### config.mk
export PLATFORM = sky130hd
export DESIGN_NAME = dm_cache_ctrl
export DESIGN_NICKNAME = d
export VERILOG_FILES = /design/src/rtl/dm_cache_ctrl_pkg.sv /design/src/rtl/dm_cache_ctrl.sv
export SDC_FILE = /design/constraint.sdc
export NUM_CORES = 1
export LEC_CHECK = 0
export CAP_MARGIN = 25
export CORE_AREA = 2 2 278 280
export CTS_BUF_LIST = sky130_fd_sc_hd__clkbuf_4 sky130_fd_sc_hd__clkbuf_8
export DETAILED_ROUTE_END_ITERATION = 10
export DIE_AREA = 0 0 280 282
export DONT_BUFFER_PORTS = 1
export GPL_ROUTABILITY_DRIVEN = 0
export PLACE_DENSITY = 0.3
export REMOVE_ABC_BUFFERS = 1
export SETUP_SLACK_MARGIN = 0.4
export SLEW_MARGIN = 0
export SYNTH_ARGS = -nofsm -noshare
export SYNTH_HDL_FRONTEND = slang
export SYNTH_SLANG_ARGS = --single-unit
export TNS_END_PERCENT = 1
### constraint.sdc
create_clock -name clk -period 15.6 [get_ports clk]
set_input_delay 4.68 -clock clk [delete_from_list [all_inputs] [get_ports clk]]
set_output_delay 4.68 -clock clk [all_outputs]
set_load 0.02 [all_outputs]
### src/rtl/dm_cache_ctrl_pkg.sv
// Shared types for the direct-mapped cache: CPU/memory/store interfaces,
// address-split constants and the controller state enum.
package cache_def;

    localparam int TAG_MSB  = 31;
    localparam int TAG_LSB  = 14;
    localparam int IDX_MSB  = 13;
    localparam int IDX_LSB  = 4;
    localparam int WORD_MSB = 3;
    localparam int WORD_LSB = 2;

    localparam int TAG_W = TAG_MSB - TAG_LSB + 1;
    localparam int IDX_W = IDX_MSB - IDX_LSB + 1;

    typedef struct packed {
        logic             valid;
        logic             dirty;
        logic [TAG_W-1:0] tag;
    } cache_tag_type;

    typedef struct packed {
        logic [IDX_W-1:0] index;
        logic             we;
    } cache_req_type;

    typedef logic [127:0] cache_data_type;

    typedef struct packed {
        logic [31:0] addr;
        logic [31:0] data;
        logic        rw;
        logic        valid;
    } cpu_req_type;

    typedef struct packed {
        logic [31:0] data;
        logic        ready;
    } cpu_result_type;

    typedef struct packed {
        logic [31:0]  addr;
        logic [127:0] data;
        logic         rw;
        logic         valid;
    } mem_req_type;

    typedef struct packed {
        logic [127:0] data;
        logic         ready;
    } mem_data_type;

    typedef enum logic [2:0] {
        INIT,
        IDLE,
        COMPARE_TAG,
        WRITE_BACK,
        ALLOCATE
    } cache_state_e;

endpackage

### src/rtl/dm_cache_ctrl.sv
// Direct-mapped, write-back, write-allocate cache controller. Owns only the
// state register and the tag-clear sweep counter; every store, memory and
// CPU-side output is decoded combinationally from state plus inputs.
module dm_cache_ctrl
    import cache_def::*;
#(
    parameter int NUM_LINES     = 1024,
    parameter bit INIT_ON_RESET = 1'b1
) (
    input  logic           clk,
    input  logic           rst,
    input  cpu_req_type    cpu_req,
    output cpu_result_type cpu_res,
    output mem_req_type    mem_req,
    input  mem_data_type   mem_data,
    input  cache_tag_type  tag_read,
    output cache_req_type  tag_req,
    output cache_tag_type  tag_write,
    input  cache_data_type data_read,
    output cache_req_type  data_req,
    output cache_data_type data_write
);

    // The sweep counter doubles as the tag-store index, so NUM_LINES is
    // expected to match the 10-bit index field.
    localparam logic [IDX_W-1:0] LAST_IDX = IDX_W'(NUM_LINES - 1);

    cache_state_e     state_q, state_d;
    logic [IDX_W-1:0] initCnt_q, initCnt_d;

    logic [IDX_W-1:0] cpuIndex;
    logic [TAG_W-1:0] cpuTag;
    logic [6:0]       wordOff;
    logic             isHit;
    logic             addr_unused;

    assign cpuIndex    = cpu_req.addr[IDX_MSB:IDX_LSB];
    assign cpuTag      = cpu_req.addr[TAG_MSB:TAG_LSB];
    assign wordOff     = {cpu_req.addr[WORD_MSB:WORD_LSB], 5'b0};
    assign isHit       = tag_read.valid && (tag_read.tag == cpuTag);
    assign addr_unused = ^cpu_req.addr[1:0];

    // State and sweep counter; reset abandons any in-flight transaction.
    always_ff @(posedge clk) begin
        if (rst) begin
            if (INIT_ON_RESET) begin
                state_q <= INIT;
            end else begin
                state_q <= IDLE;
            end
            initCnt_q <= '0;
        end else begin
            state_q   <= state_d;
            initCnt_q <= initCnt_d;
        end
    end

    // Next-state and output decode; everything is forced to zero while reset is held.
    always_comb begin
        state_d        = state_q;
        initCnt_d      = initCnt_q;
        cpu_res        = '0;
        mem_req        = '0;
        tag_req.index  = cpuIndex;
        tag_req.we     = 1'b0;
        tag_write      = '0;
        data_req.index = cpuIndex;
        data_req.we    = 1'b0;
        data_write     = '0;

        if (rst) begin
            tag_req.index  = '0;
            data_req.index = '0;
        end else begin
            unique case (state_q)
                INIT: begin
                    tag_req.index = initCnt_q;
                    tag_req.we    = 1'b1;
                    initCnt_d     = initCnt_q + 1'b1;
                    if (initCnt_q == LAST_IDX) begin
                        state_d = IDLE;
                    end
                end

                IDLE: begin
                    if (cpu_req.valid) begin
                        state_d = COMPARE_TAG;
                    end
                end

                COMPARE_TAG: begin
                    if (isHit) begin
                        cpu_res.ready = 1'b1;
                        if (cpu_req.rw) begin
                            data_req.we                = 1'b1;
                            data_write                 = data_read;
                            data_write[wordOff +: 32]  = cpu_req.data;
                            tag_req.we                 = 1'b1;
                            tag_write.valid            = 1'b1;
                            tag_write.dirty            = 1'b1;
                            tag_write.tag              = cpuTag;
                        end else begin
                            cpu_res.data = data_read[wordOff +: 32];
                        end
                        state_d = IDLE;
                    end else if (tag_read.valid && tag_read.dirty) begin
                        state_d = WRITE_BACK;
                    end else begin
                        state_d = ALLOCATE;
                    end
                end

                WRITE_BACK: begin
                    mem_req.addr  = {tag_read.tag, cpuIndex, 4'b0};
                    mem_req.data  = data_read;
                    mem_req.rw    = 1'b1;
                    mem_req.valid = 1'b1;
                    if (mem_data.ready) begin
                        state_d = ALLOCATE;
                    end
                end

                ALLOCATE: begin
                    mem_req.addr  = {cpu_req.addr[31:4], 4'b0};
                    mem_req.rw    = 1'b0;
                    mem_req.valid = 1'b1;
                    if (mem_data.ready) begin
                        data_req.we     = 1'b1;
                        data_write      = mem_data.data;
                        tag_req.we      = 1'b1;
                        tag_write.valid = 1'b1;
                        tag_write.dirty = 1'b0;
                        tag_write.tag   = cpuTag;
                        state_d         = COMPARE_TAG;
                    end
                end

                default: begin
                    state_d = IDLE;
                end
            endcase
        end
    end

    // Once a request has been accepted the CPU must hold it unchanged until ready.
    property pCpuReqStable;
        @(posedge clk) disable iff (rst)
            (state_q != INIT && cpu_req.valid && !cpu_res.ready) |=> (cpu_req.valid && $stable(cpu_req));
    endproperty
    assert property (pCpuReqStable);

endmodule

==> impl_results.md <==
- Design Area, Final: between 7000 and 8000 µm²
- Row cnt: 101
- I/O pins: 710
- Share of cells above drive strength 1: between 8 and 9%
- Status: complete, no violations
- DIE HEIGHT: 282 µm
- Clock-pin slew on the worst setup and hold paths: 0.06 ns
- Antenna Nets Post-Route: 0
- Crit path kind: in -> out
- CP Launch Type: primary input
- Relative slew slack: around 32%
- NetSw: 0.0613 mW
- Util after Layout: 9.68%
- Fmax: about 82 MHz
- Dpl hpwl: 39300 µm
- Starting Density: 8.28%
- Unique masters post-synth: between 40 and 50
- Core area: 75700 µm²
- Pleak: 2.15 nW
- Flop pwr share: 22.7%
- Multi-input gate area: 5630 µm²
- Global-route wire length before repair: approximately 63000 µm
- Placed insts: between 1500 and 2000
- Crit-path max cell delay: 0.67 ns
- Largest net degree at the start of global routing: 89
- Max Clock Skew: slightly below 0.008 ns
- Mapped Cells: around 1000
- Vias in the first global route: about 7400
- Clk buf depth: 2
- Area Overhead vs Synth: 16.8%
- Final hold violation count: 0
- Iter 0 DRT Violations: around 470
- Root buf cell: clkbuf_8
- Min Tclk post-route: 12.19 ns
- Chip Width: 280 µm
- Initial antenna violation count: 6
- Register area share after synthesis: 4.15%
- Clk_lat worst skew: 0.25 ns
- Clock network power share: 20.2%
- Final cell count without fillers: about 1900
- Switching Fraction: 40.0%
- Worst EP arrival: 7.51 ns
- FF+latch area: 260 µm²
- Placed Area: 7270 µm²
- Drt first pass iters: 4
- Worst path slowest cell: buf_4
- Crit Path Max Fanout: 66
- Synth top area share: 16.0%
- Cell area power density: between 20 and 25 nW/µm²
- Final setup viols: 0
- Setup TNS: 0 ns
- Place WS: 3.30 ns
- Final Net Count: 1286
- Synth Cell Area: roughly 6300 µm²
- FF+latch count, synth: 13
- Vias/cell: 3.98
- Routed via count: between 7000 and 8000
- Gr usage total: 11.5%
- Hold WC Path Type: reg -> reg
- CTS Sinks: 13
- Slew at the pin closest to its max-slew limit: 1.02 ns
- RSZ-0062 raised after global routing: no
- CTS resizes: 0
- Die Area: 79000 µm²
- Power Internal: about 0.09 mW
- Max cap viols: 0
- Post-CTS Hold Fix Bufs: 0
- Overflow after GRT: 0
- Peak supply drop: 0.0167 mV
- Number of I/O port buffers: 0
- Top post-synthesis cells by area: nor2b_1 16%, and2_1 16%, mux4_2 11%, a21oi_1 11%, o21ai_1 10%
- Num CTS Buffers: 3
- Tcrit/Tclk final: 78.2%
- Mapped Avg Cell Area: 6.25 µm²
- Fill cells: 8911
- Required time of the critical path: around 11 ns
- Final WS setup: 3.41 ns
- CTS H-tree lvls: 1
- Remaining DRCs: 0
- Tot Pwr: approximately 0.15 mW
- WHS: roughly 0.5 ns
- DR WL/cell: 26.1 µm
- Combinational Power Share: 57.1%
- Post-CTS Setup Bufs: 0
- Synth warn: 0
- TritonCTS clock tree: built
- Synth area leader: nor2b_1
- Drt total wl: 49900 µm
- Cell Chain, Critical Path: xnor2_1, nand4_1, nor4_4, nand4_1, buf_4, buf_4, nand2_2, and2_1
- Crit. End Element: output port
- Slew Limit Fails: 0
## power by group through the flow
| stage | logic, mW | registers (mW) | clock network (mW) |
|---|---|---|---|
| 6_report | 0.0874 | 0.0348 | 0.0310 |
| 5_1_grt | 0.0941 | 0.0350 | 0.0342 |
| 4_1_cts | 0.0877 | 0.0348 | 0.0321 |
| 3_5_place_dp | 0.0876 | 0.0356 | 0 |
| 3_3_place_gp | 0.0876 | 0.0356 | 0 |
| 2_1_floorplan | 0.0607 | 0.0352 | 0 |
## final timing paths
| check | from | end | slack [ns] | cells after the start |
|---|---|---|---|---|
| min reg2reg | initCnt_q[1]$_SDFFE_PP0P_ | initCnt_q[1]$_SDFFE_PP0P_ | 0.49 | 2 |
| min | initCnt_q[1]$_SDFFE_PP0P_ | initCnt_q[1]$_SDFFE_PP0P_ | 0.49 | 2 |
| max | tag_read[4] | tag_write[5] | 3.41 | 8 |
| max reg2reg | state_q[0]$_SDFFE_PP0P_ | initCnt_q[9]$_SDFFE_PP0P_ | 13.47 | 6 |
## sequential cells by signal, indices dropped and copies added (netlist names)
register and flops:
state_q 3, initCnt_q 10
## final cells by class
| class | count | area share (%) |
|---|---|---|
| Clock buffer | 3 | 0.564 |
| Tap cell | 978 | 16.7 |
| Multi-Input combinational cell | 893 | 76.8 |
| Antenna cell | 2 | 0.0683 |
| Clock inverter | 1 | 0.0683 |
| Timing Repair Buffer | 19 | 1.95 |
| Sequential cell | 13 | 3.55 |
| Inverter | 5 | 0.256 |
## critical path, delay by kind of cell
| family | cells | cell delay, ns |
|---|---|---|
| buffers and inverters | 2 | 1.22 |
| and+or+nand+nor | 5 | 1.42 |
| xor gates and xnor gates | 1 | 0.12 |
## layout by cell type (no fill, tap or decap), types with 3 or more instances in the layout
master    count
a21oi_1     136
a22o_1       18
and2_1      156
buf_4        19
clkbuf_8      3
conb_1        4
dfxtp_1      13
ha_2          4
inv_1         3
mux4_2       32
nand2_1     146
nand3_1       6
nand4_1       8
nor2_1       20
nor2b_1     160
nor2b_2      10
nor3_1        4
o21ai_1     128
o22a_1        8
xnor2_1      19
xor2_1        9
## synthesized netlist by cell type
| master | count |
|---|---|
| a211oi_1 | 2 |
| a21oi_1 | 136 |
| a22o_1 | 18 |
| a41o_1 | 1 |
| a41oi_1 | 1 |
| and2_1 | 157 |
| and3_1 | 1 |
| buf_1 | 13 |
| buf_2 | 12 |
| buf_4 | 6 |
| buf_6 | 4 |
| clkbuf_1 | 60 |
| conb_1 | 1 |
| dfxtp_1 | 13 |
| ha_1 | 6 |
| inv_1 | 3 |
| inv_2 | 2 |
| mux4_2 | 32 |
| nand2_1 | 146 |
| nand2_2 | 1 |
| nand3_1 | 6 |
| nand3b_1 | 1 |
| nand4_1 | 8 |
| nor2_1 | 21 |
| nor2b_1 | 160 |
| nor2b_2 | 10 |
| nor3_1 | 5 |
| nor3b_1 | 1 |
| nor4_4 | 1 |
| nor4b_1 | 1 |
| nor4bb_1 | 1 |
| o211ai_1 | 2 |
| o21a_1 | 2 |
| o21ai_0 | 1 |
| o21ai_1 | 128 |
| o22a_1 | 8 |
| o31ai_1 | 1 |
| o32ai_1 | 1 |
| or3_1 | 1 |
| or3_4 | 1 |
| xnor2_1 | 19 |
| xor2_1 | 9 |
## layer usage
| metal | global-route usage, % | part of all wire (%) |
|---|---|---|
| met3 | 2.08 | 7.2 |
| met2 | 20.3 | 48 |
| met5 | 0 | 0 |
| met4 | 4.44 | 3.9 |
| met1 | 13.7 | 41 |
## kinds of logic after synthesis
group                      Yosys count  synth area share, %
adders and majority gates            6                 1.20
muxes                               32                 11.5
DFF                                 13                 4.15
AOI/OAI and AO/OA                  301                 26.1
buffers and inverters              100                 7.06
and+or+nand+nor                    522                 46.1
other                                1               0.0598
xor gates and xnor gates            28                 3.91
(Power assumes the default switching activity.)
